==> config.mk <==
export PLATFORM = sky130hd
export DESIGN_NAME = lsu
export DESIGN_NICKNAME = d
export VERILOG_FILES = /design/src/rtl/lsu.sv
export SDC_FILE = /design/constraint.sdc
export NUM_CORES = 1
export LEC_CHECK = 0
export CORE_AREA = 2 2 127 129
export DETAILED_ROUTE_END_ITERATION = 16
export DIE_AREA = 0 0 129 131
export PLACE_DENSITY_LB_ADDON = 0.1
export SETUP_SLACK_MARGIN = 0.4
export SYNTH_ARGS = -nofsm -noshare
export SYNTH_HDL_FRONTEND = slang
export SYNTH_SLANG_ARGS = --single-unit
==> constraint.sdc <==
create_clock -name clk -period 2.2 [get_ports clk]
set_input_delay 0.44 -clock clk [delete_from_list [all_inputs] [get_ports clk]]
set_output_delay 0.44 -clock clk [all_outputs]
set_load 0.05 [all_outputs]
==> src/rtl/lsu.sv <==
// Load/store unit: one outstanding request/grant transaction on the data-memory port.
// It steers store lanes and builds strobes, and it extracts and extends load lanes.
//
// state  | meaning
// S_IDLE | ready; checks a presented op and either faults or captures it
// S_REQ  | mem_req held with stable address/data until mem_gnt
// S_WAIT | load granted; waiting for mem_rvalid
module lsu (
  input  logic        clk,
  input  logic        rst_n,
  input  logic        ex_valid,
  input  logic        ex_load,
  input  logic        ex_store,
  input  logic [2:0]  ex_funct3,
  input  logic [31:0] ex_addr,
  input  logic [31:0] ex_wdata,
  input  logic [4:0]  ex_rd,
  output logic        lsu_busy,
  output logic        mem_req,
  output logic        mem_we,
  output logic [31:0] mem_addr,
  output logic [31:0] mem_wdata,
  output logic [3:0]  mem_wstrb,
  input  logic        mem_gnt,
  input  logic        mem_rvalid,
  input  logic [31:0] mem_rdata,
  output logic        wb_valid,
  output logic [4:0]  wb_rd,
  output logic [31:0] wb_data,
  output logic        lsu_fault,
  output logic [31:0] fault_addr
);

  typedef enum logic [1:0] {
    S_IDLE = 2'd0,
    S_REQ  = 2'd1,
    S_WAIT = 2'd2
  } state_e;

  state_e      state_q, state_d;
  logic        busy_q, busy_d;
  logic        mem_req_q, mem_req_d;
  logic        mem_we_q, mem_we_d;
  logic [31:0] mem_addr_q, mem_addr_d;
  logic [31:0] mem_wdata_q, mem_wdata_d;
  logic [3:0]  mem_wstrb_q, mem_wstrb_d;
  logic        wb_valid_q, wb_valid_d;
  logic [4:0]  wb_rd_q, wb_rd_d;
  logic [31:0] wb_data_q, wb_data_d;
  logic        fault_q, fault_d;
  logic [31:0] fault_addr_q, fault_addr_d;
  logic [2:0]  f3_q, f3_d;
  logic [1:0]  off_q, off_d;
  logic [4:0]  rd_q, rd_d;

  logic [1:0]  off;
  logic        bad_op;
  logic [31:0] st_wdata;
  logic [3:0]  st_wstrb;
  logic [31:0] rsh;
  logic [31:0] ld_data;

  assign off = ex_addr[1:0];

  always_comb begin
    bad_op = 1'b0;
    if (ex_load == ex_store) bad_op = 1'b1;
    if (ex_funct3 == 3'b011 || ex_funct3 == 3'b110 || ex_funct3 == 3'b111) bad_op = 1'b1;
    if (ex_store && ex_funct3[2]) bad_op = 1'b1;
    if (ex_funct3[1:0] == 2'b01 && off[0]) bad_op = 1'b1;
    if (ex_funct3[1:0] == 2'b10 && off != 2'b00) bad_op = 1'b1;
  end

  always_comb begin
    st_wdata = ex_wdata;
    st_wstrb = 4'b1111;
    case (ex_funct3[1:0])
      2'b00: begin
        st_wdata = {4{ex_wdata[7:0]}};
        st_wstrb = 4'b0001 << off;
      end
      2'b01: begin
        st_wdata = {2{ex_wdata[15:0]}};
        st_wstrb = 4'b0011 << off;
      end
      default: begin
        st_wdata = ex_wdata;
        st_wstrb = 4'b1111;
      end
    endcase
  end

  // Word loads are always aligned, so the shifted word equals the raw word for them.
  always_comb begin
    rsh = mem_rdata >> {off_q, 3'b000};
    case (f3_q)
      3'b000:  ld_data = {{24{rsh[7]}}, rsh[7:0]};
      3'b100:  ld_data = {24'd0, rsh[7:0]};
      3'b001:  ld_data = {{16{rsh[15]}}, rsh[15:0]};
      3'b101:  ld_data = {16'd0, rsh[15:0]};
      default: ld_data = rsh;
    endcase
  end

  always_comb begin
    state_d      = state_q;
    mem_req_d    = mem_req_q;
    mem_we_d     = mem_we_q;
    mem_addr_d   = mem_addr_q;
    mem_wdata_d  = mem_wdata_q;
    mem_wstrb_d  = mem_wstrb_q;
    wb_valid_d   = 1'b0;
    wb_rd_d      = wb_rd_q;
    wb_data_d    = wb_data_q;
    fault_d      = 1'b0;
    fault_addr_d = fault_addr_q;
    f3_d         = f3_q;
    off_d        = off_q;
    rd_d         = rd_q;
    case (state_q)
      S_IDLE: begin
        if (ex_valid) begin
          if (bad_op) begin
            fault_d      = 1'b1;
            fault_addr_d = ex_addr;
          end else begin
            state_d     = S_REQ;
            mem_req_d   = 1'b1;
            mem_we_d    = ex_store;
            mem_addr_d  = {ex_addr[31:2], 2'b00};
            mem_wdata_d = ex_store ? st_wdata : 32'd0;
            mem_wstrb_d = ex_store ? st_wstrb : 4'b0000;
            f3_d        = ex_funct3;
            off_d       = off;
            rd_d        = ex_rd;
          end
        end
      end
      S_REQ: begin
        if (mem_gnt) begin
          mem_req_d = 1'b0;
          state_d   = mem_we_q ? S_IDLE : S_WAIT;
        end
      end
      S_WAIT: begin
        if (mem_rvalid) begin
          wb_valid_d = 1'b1;
          wb_data_d  = ld_data;
          wb_rd_d    = rd_q;
          state_d    = S_IDLE;
        end
      end
      default: state_d = S_IDLE;
    endcase
    busy_d = (state_d != S_IDLE);
  end

  always_ff @(posedge clk or negedge rst_n) begin
    if (!rst_n) begin
      state_q      <= S_IDLE;
      busy_q       <= 1'b0;
      mem_req_q    <= 1'b0;
      mem_we_q     <= 1'b0;
      mem_addr_q   <= 32'd0;
      mem_wdata_q  <= 32'd0;
      mem_wstrb_q  <= 4'd0;
      wb_valid_q   <= 1'b0;
      wb_rd_q      <= 5'd0;
      wb_data_q    <= 32'd0;
      fault_q      <= 1'b0;
      fault_addr_q <= 32'd0;
      f3_q         <= 3'd0;
      off_q        <= 2'd0;
      rd_q         <= 5'd0;
    end else begin
      state_q      <= state_d;
      busy_q       <= busy_d;
      mem_req_q    <= mem_req_d;
      mem_we_q     <= mem_we_d;
      mem_addr_q   <= mem_addr_d;
      mem_wdata_q  <= mem_wdata_d;
      mem_wstrb_q  <= mem_wstrb_d;
      wb_valid_q   <= wb_valid_d;
      wb_rd_q      <= wb_rd_d;
      wb_data_q    <= wb_data_d;
      fault_q      <= fault_d;
      fault_addr_q <= fault_addr_d;
      f3_q         <= f3_d;
      off_q        <= off_d;
      rd_q         <= rd_d;
    end
  end

  assign lsu_busy   = busy_q;
  assign mem_req    = mem_req_q;
  assign mem_we     = mem_we_q;
  assign mem_addr   = mem_addr_q;
  assign mem_wdata  = mem_wdata_q;
  assign mem_wstrb  = mem_wstrb_q;
  assign wb_valid   = wb_valid_q;
  assign wb_rd      = wb_rd_q;
  assign wb_data    = wb_data_q;
  assign lsu_fault  = fault_q;
  assign fault_addr = fault_addr_q;

endmodule

Word-level counts from Yosys, hierarchy flattened

Index checks and enable logic that the tools add are counted.

Register bits after elaboration: 152
Logic and storage cells: 73

Eq/ne operators: 14
Shifts and indexed selects: 3
Multiplexer cells: 25
Bitwise gates (word level): 1
Reduce and logical (&&, ||, !) cells: 15

Operators with widths:

| kind                                                                   | number |
|---|---|
| 32-bit one-hot mux with 4 select lines                                 | 1 |
| 32-bit one-hot mux with 2 select lines                                 | 1 |
| 32-bit two-way mux                                                     | 1 |
| 32-bit by 5-bit right shift with 32-bit output                         | 1 |
| 1-bit two-way mux                                                      | 13 |
| 3-bit equality test (second input constant)                            | 4 |
| 2-bit two-way mux                                                      | 5 |
| 4-bit one-hot mux with 2 select lines                                  | 1 |
| 2-bit != test (second input constant)                                  | 3 |
| 2-bit one-hot mux with 3 select lines                                  | 1 |
| 3-bit AND reduction                                                    | 2 |
| 2-bit nonzero test                                                     | 3 |
| 2-bit by 1-bit equality test with 1-bit output (second input constant) | 2 |
| 2-bit equality test (second input constant)                            | 2 |
| 2-bit logical NOT                                                      | 2 |
| 4-bit two-way mux                                                      | 1 |
| 4-bit AND reduction                                                    | 1 |
| 1-bit by 2-bit << shifter with 4-bit output (first input constant)     | 1 |
| 2-bit by 2-bit << shifter with 4-bit output (first input constant)     | 1 |
| 3-bit by 1-bit equality test with 1-bit output (second input constant) | 1 |
| 3-bit by 2-bit equality test with 1-bit output (second input constant) | 1 |
| 1-bit logical AND                                                      | 3 |
| 3-bit logical NOT                                                      | 1 |
| 1-bit logical OR                                                       | 2 |
| 4 further kinds                                                        | 4 |

Depth between registers and ports, before layout

Depth after elaboration: 11
Depth in mapped cells: 7
Gate-level depth less buffers: 5

Worst setup path before layout

OpenSTA, ideal clock, no wires.

Kind: input to register
Start point: input port ex_addr[0]
End point: register mem_wdata_q[10] (netlist: mem_wdata[10])
Setup time: 125 ps
Arrival time: 1701 ps
Required time: 2075 ps
Setup slack: 374 ps
Stages on the path: 6
Path buffers: 2
Cell sequence: clkbuf_1 > nor3_1 > nor2_1 > nor3_2 > buf_4 > mux2_2

Longest elaborated chain between the ends: 5
Elaborated cells between the ends (all ways): 7

Ends and longest elaborated chain:

| item                                                           | line   | source |
|---|---|---|
| start, declared                                                | 15     | `input logic [31:0] ex_addr,` |
| 1-bit logical AND / 2-bit nonzero test (equally long branches) | 70, 71 |  |
| 1-bit two-way mux / 1-bit logical AND (equally long branches)  | 70, 71 |  |
| 1-bit two-way mux *                                            | 71     | `if (ex_funct3[1:0] == 2'b10 && off != 2'b00) bad_op = 1'b1;` |
| 1-bit inverter (no line) *                                     | n/a    |  |
| 3-bit AND reduction (no line) *                                | n/a    |  |
| end signal, assigned                                           | 181    | `mem_wdata_q <= mem_wdata_d;` |
| end, declared                                                  | 45     | `logic [31:0] mem_wdata_q, mem_wdata_d;` |

Mark *: on every way between the ends. The rest lies on a longest branch, timed or not.
A chain may end at the register's enable or synchronous reset.

Final worst setup path

Start point: register mem_wdata_q[13] (netlist: mem_wdata[13])
End point: output port mem_wdata[13]

RTL lines:

| item          | line | source |
|---|---|---|
| end, declared | 22   | `output logic [31:0] mem_wdata,` |

No word-level cell between the ends.

==> results by group <==
Setup path
  • CP required: 1.76 ns
  • CP bufs+invs: 1
  • Setup crit start kind: flop
  • Crit path DAT: roughly 1.3 ns
  • Critical path capture point type: output pin
  • Slowest Stage Delay on Critical Path: ~0.59 ns
  • CP max FO: 2
  • WS Path Type: flop to output pin
  • CP max-delay cell: dlygate4sd2_1
  • Crit-path cells: dlygate4sd2_1
  • Crit path max-delay family: buffers and inverters

Worst hold path
  • Hold/Removal Path Class: flop to flop

Floorplanning
  • Die X: ~130 um
  • Height of the die: 131 um
  • Core area: between 15000 and 20000 um^2
  • Initial Util: 0.440
  • IO Pins: about 250
  • # rows: 46
  • Die area: between 15000 and 20000 um^2

Placed design
  • Pre-CTS setup slack: -0.168 ns
  • DP Area: 9780 um^2
  • Port bufs: 250
  • Routability cong.: 0.871
  • Detailed Place HPWL: 14100 um
  • Inst Count DP: ~1000

Final layout
  • Layout area overhead: 52.7%
  • # diodes: 0
  • Design Area, Final: ~10000 um^2
  • Layout cell share with drive strength beyond 1: 0.168
  • Commonest cells after routing, fill and taps aside: 151 x dfrtp_1, 108 x dlygate4sd2_1, 102 x clkdlybuf4s50_1, 53 x mux2i_1, 50 x nand2_1
  • Commonest non-fill, non-tap cell in the layout: dfrtp_1
  • Layout Cells excl Fill: ~1100
  • NumNets Final: a little under 1000

Synthesis
  • Synth warn: 0
  • Cell count after synthesis: between 500 and 600
  • Synth unique cells: 34
  • Cell area after synthesis: ~6900 um^2
  • #FFs+latches synth: 152
  • Synth Area per Inst: between 10 and 15 um^2
  • Post-synthesis sequential area ratio: 0.555

Route
  • DR vias: roughly 5500
  • Remaining DRCs: 0
  • Initial DRC count: between 200 and 300
  • DRT Pass-1 Iters: 6
  • Post-DRT Antenna Nets: 0
  • Routed wire per std cell: about 18 um
  • Routed vias/inst: 5.09
  • WL final: between 15000 and 20000 um

CTS
  • Clock root buffer: clkbuf_16
  • Clk pin slew, worst setup/hold paths: ~0.06 ns
  • CTS Buf Count: 17
  • Clock tree buffer depth: 2
  • CTS tree: built
  • Clk sinks: between 150 and 200
  • Clk_lat worst skew: 0.42 ns
  • H-tree depth: 4

Power and ir drop
  • Power share of the sequential group: 0.308
  • Comb pwr share: 0.466
  • Leak pwr: 0.00484 uW
  • Tot Pwr: between 10000 and 15000 uW
  • Sw frac: 0.449
  • PwrDens: between 1000 and 1500 nW/um^2
  • IR drop worst, VDD: between 0.7 and 0.8 mV
  • P_sw: approximately 6300 uW
  • Clock Power Share: 0.226
  • Internal power: ~7700 uW

GRT
  • Global-route track usage on met2: 0.388
  • First-pass GRT wire length: approximately 30000 um
  • GRT overflow: 0
  • Largest net degree at the start of global routing: 52
  • Initial antenna violation count: 0
  • Number of global-route vias before repair: 5836
  • GR peak layer: met2
  • Global-route track usage on met3: 0.0827
  • Met1 GRT Util: 0.282
  • Global Route Usage Sum: 0.234

Outcome
  • Status: finished, final reports clean

STA
  • Setup Skew: slightly below 0.007 ns
  • Peak Freq: 0.560 GHz
  • Final worst path period share: 0.811
  • Final Hold Fails: 0
  • Slew headroom: 0.612
  • Final Setup Violations: 0
  • TNS Setup: 0 ns
  • Final WS setup: 0.416 ns
  • Slew @ Worst Pin: roughly 0.58 ns
  • Fin crit period: ~1.8 ns
  • Fin. max-slew vios: 0
  • RSZ-0062 raised after global routing: false

Flow run
  • Max cap viols: 0
worst paths after layout:
kind	startpoint	end	slack [ns]	cells after the start
min in group asynchronous	rst_n	mem_wdata[25]	0.54	2
max in group asynchronous	rst_n	fault_addr[4]	1.01	3
worst min-delay path	rd_q[4]	wb_rd[4]	0.46	2
worst min register to register	rd_q[4]	wb_rd[4]	0.46	2
worst max register to register	state_q[0]	f3_q[0]	0.51	7
worst max-delay path	mem_wdata[13]	mem_wdata[13]	0.42	1
worst min-delay path, stage by stage (launching register included):
cell,delay (ns)
dfrtp_1,0.34
nand2_1,0.05
nand2_1,0.05
final cells by class:
cell class                      count  area [um^2]
Clock buffer                       20          457
Timing Repair Buffer              290         2830
Clock inverter                     12          188
Sequential cell                   152         3800
Inverter                           24         90.1
Multi-Input combinational cell    365         2840
Fill cell                        1241         5130
Tap cell                          216          270
metrics by stage:
step	util	hold WS, ns
finish	0.671	0.463
global route	0.671	0.492
CTS	0.667	0.469
detailed placement	0.627	0.419
global placement	0.627	0.415
floorplan	-	0.144
flip-flops by register name, summed over array words and instances, names as in the netlist, 2 cells and up:
register / flops
fault_addr: 32
mem_wdata: 32
wb_data: 32
mem_addr: 30
rd_q: 5
wb_rd: 5
mem_wstrb: 4
f3_q: 3
off_q: 2
state_q: 2
synthesized netlist by cell type:
cell type / count / area [um^2]
dfrtp_1: 152 / 3800
nand2b_1: 4 / 25.0
mux4_2: 1 / 22.5
clkbuf_1: 14 / 52.6
nand3b_1: 1 / 7.51
and2_1: 1 / 6.26
buf_2: 12 / 60.1
o211ai_1: 1 / 7.51
nor3_1: 1 / 5.00
nor3b_1: 1 / 7.51
a22o_1: 7 / 61.3
or2_2: 3 / 18.8
a21oi_1: 36 / 180
buf_4: 10 / 75.1
a211oi_1: 8 / 60.1
mux2i_1: 53 / 531
mux2_2: 48 / 541
buf_1: 2 / 7.51
nor2_1: 27 / 101
a21boi_0: 8 / 60.1
nor2b_1: 17 / 106
a31oi_1: 1 / 6.26
o21ai_0: 29 / 145
nand4b_1: 1 / 8.76
mux2_1: 48 / 541
or3_1: 2 / 12.5
conb_1: 1 / 3.75
o21bai_2: 1 / 11.3
o32ai_1: 1 / 8.76
o22a_1: 9 / 78.8
nor3_2: 1 / 10.0
nand2_1: 52 / 195
inv_1: 24 / 90.1
a21o_1: 1 / 7.51
power by group through the flow:
stage	Clock (uW)	Sequential (uW)	Combinational [uW]
after detailed placement	0	4350	7030
final	3140	4280	6490
after floorplan	0	7330	1400
after global placement	0	4290	6930
after global routing	3340	4400	6810
after CTS	3200	4280	6490
kinds of logic after synthesis:
kind of cell / synth area share
AOI/OAI and AO/OA: 0.0914
buffers and inverters: 0.0416
DFF: 0.555
muxes: 0.238
other: 0.000547
and+or+nand+nor: 0.0735
routing by layer:
layer / wire [um] / vias to the layer above
met3: 1550 / 32
li1: - / 2542
met2: 9620 / 201
met5: 0 / -
met4: 416 / 0
met1: 7940 / 2712
timing repair:
action | CTS | global route
hold buffers | 1 | 0
endpoints found under the setup margin | 254 | 161
gates cloned | 3 | 0
endpoints found under the hold margin | 47 | 0
setup buffers | 2 | 1
pin swaps | 1 | 3
resized for setup | 155 | 52
Power figures use the tool's default switching activity.
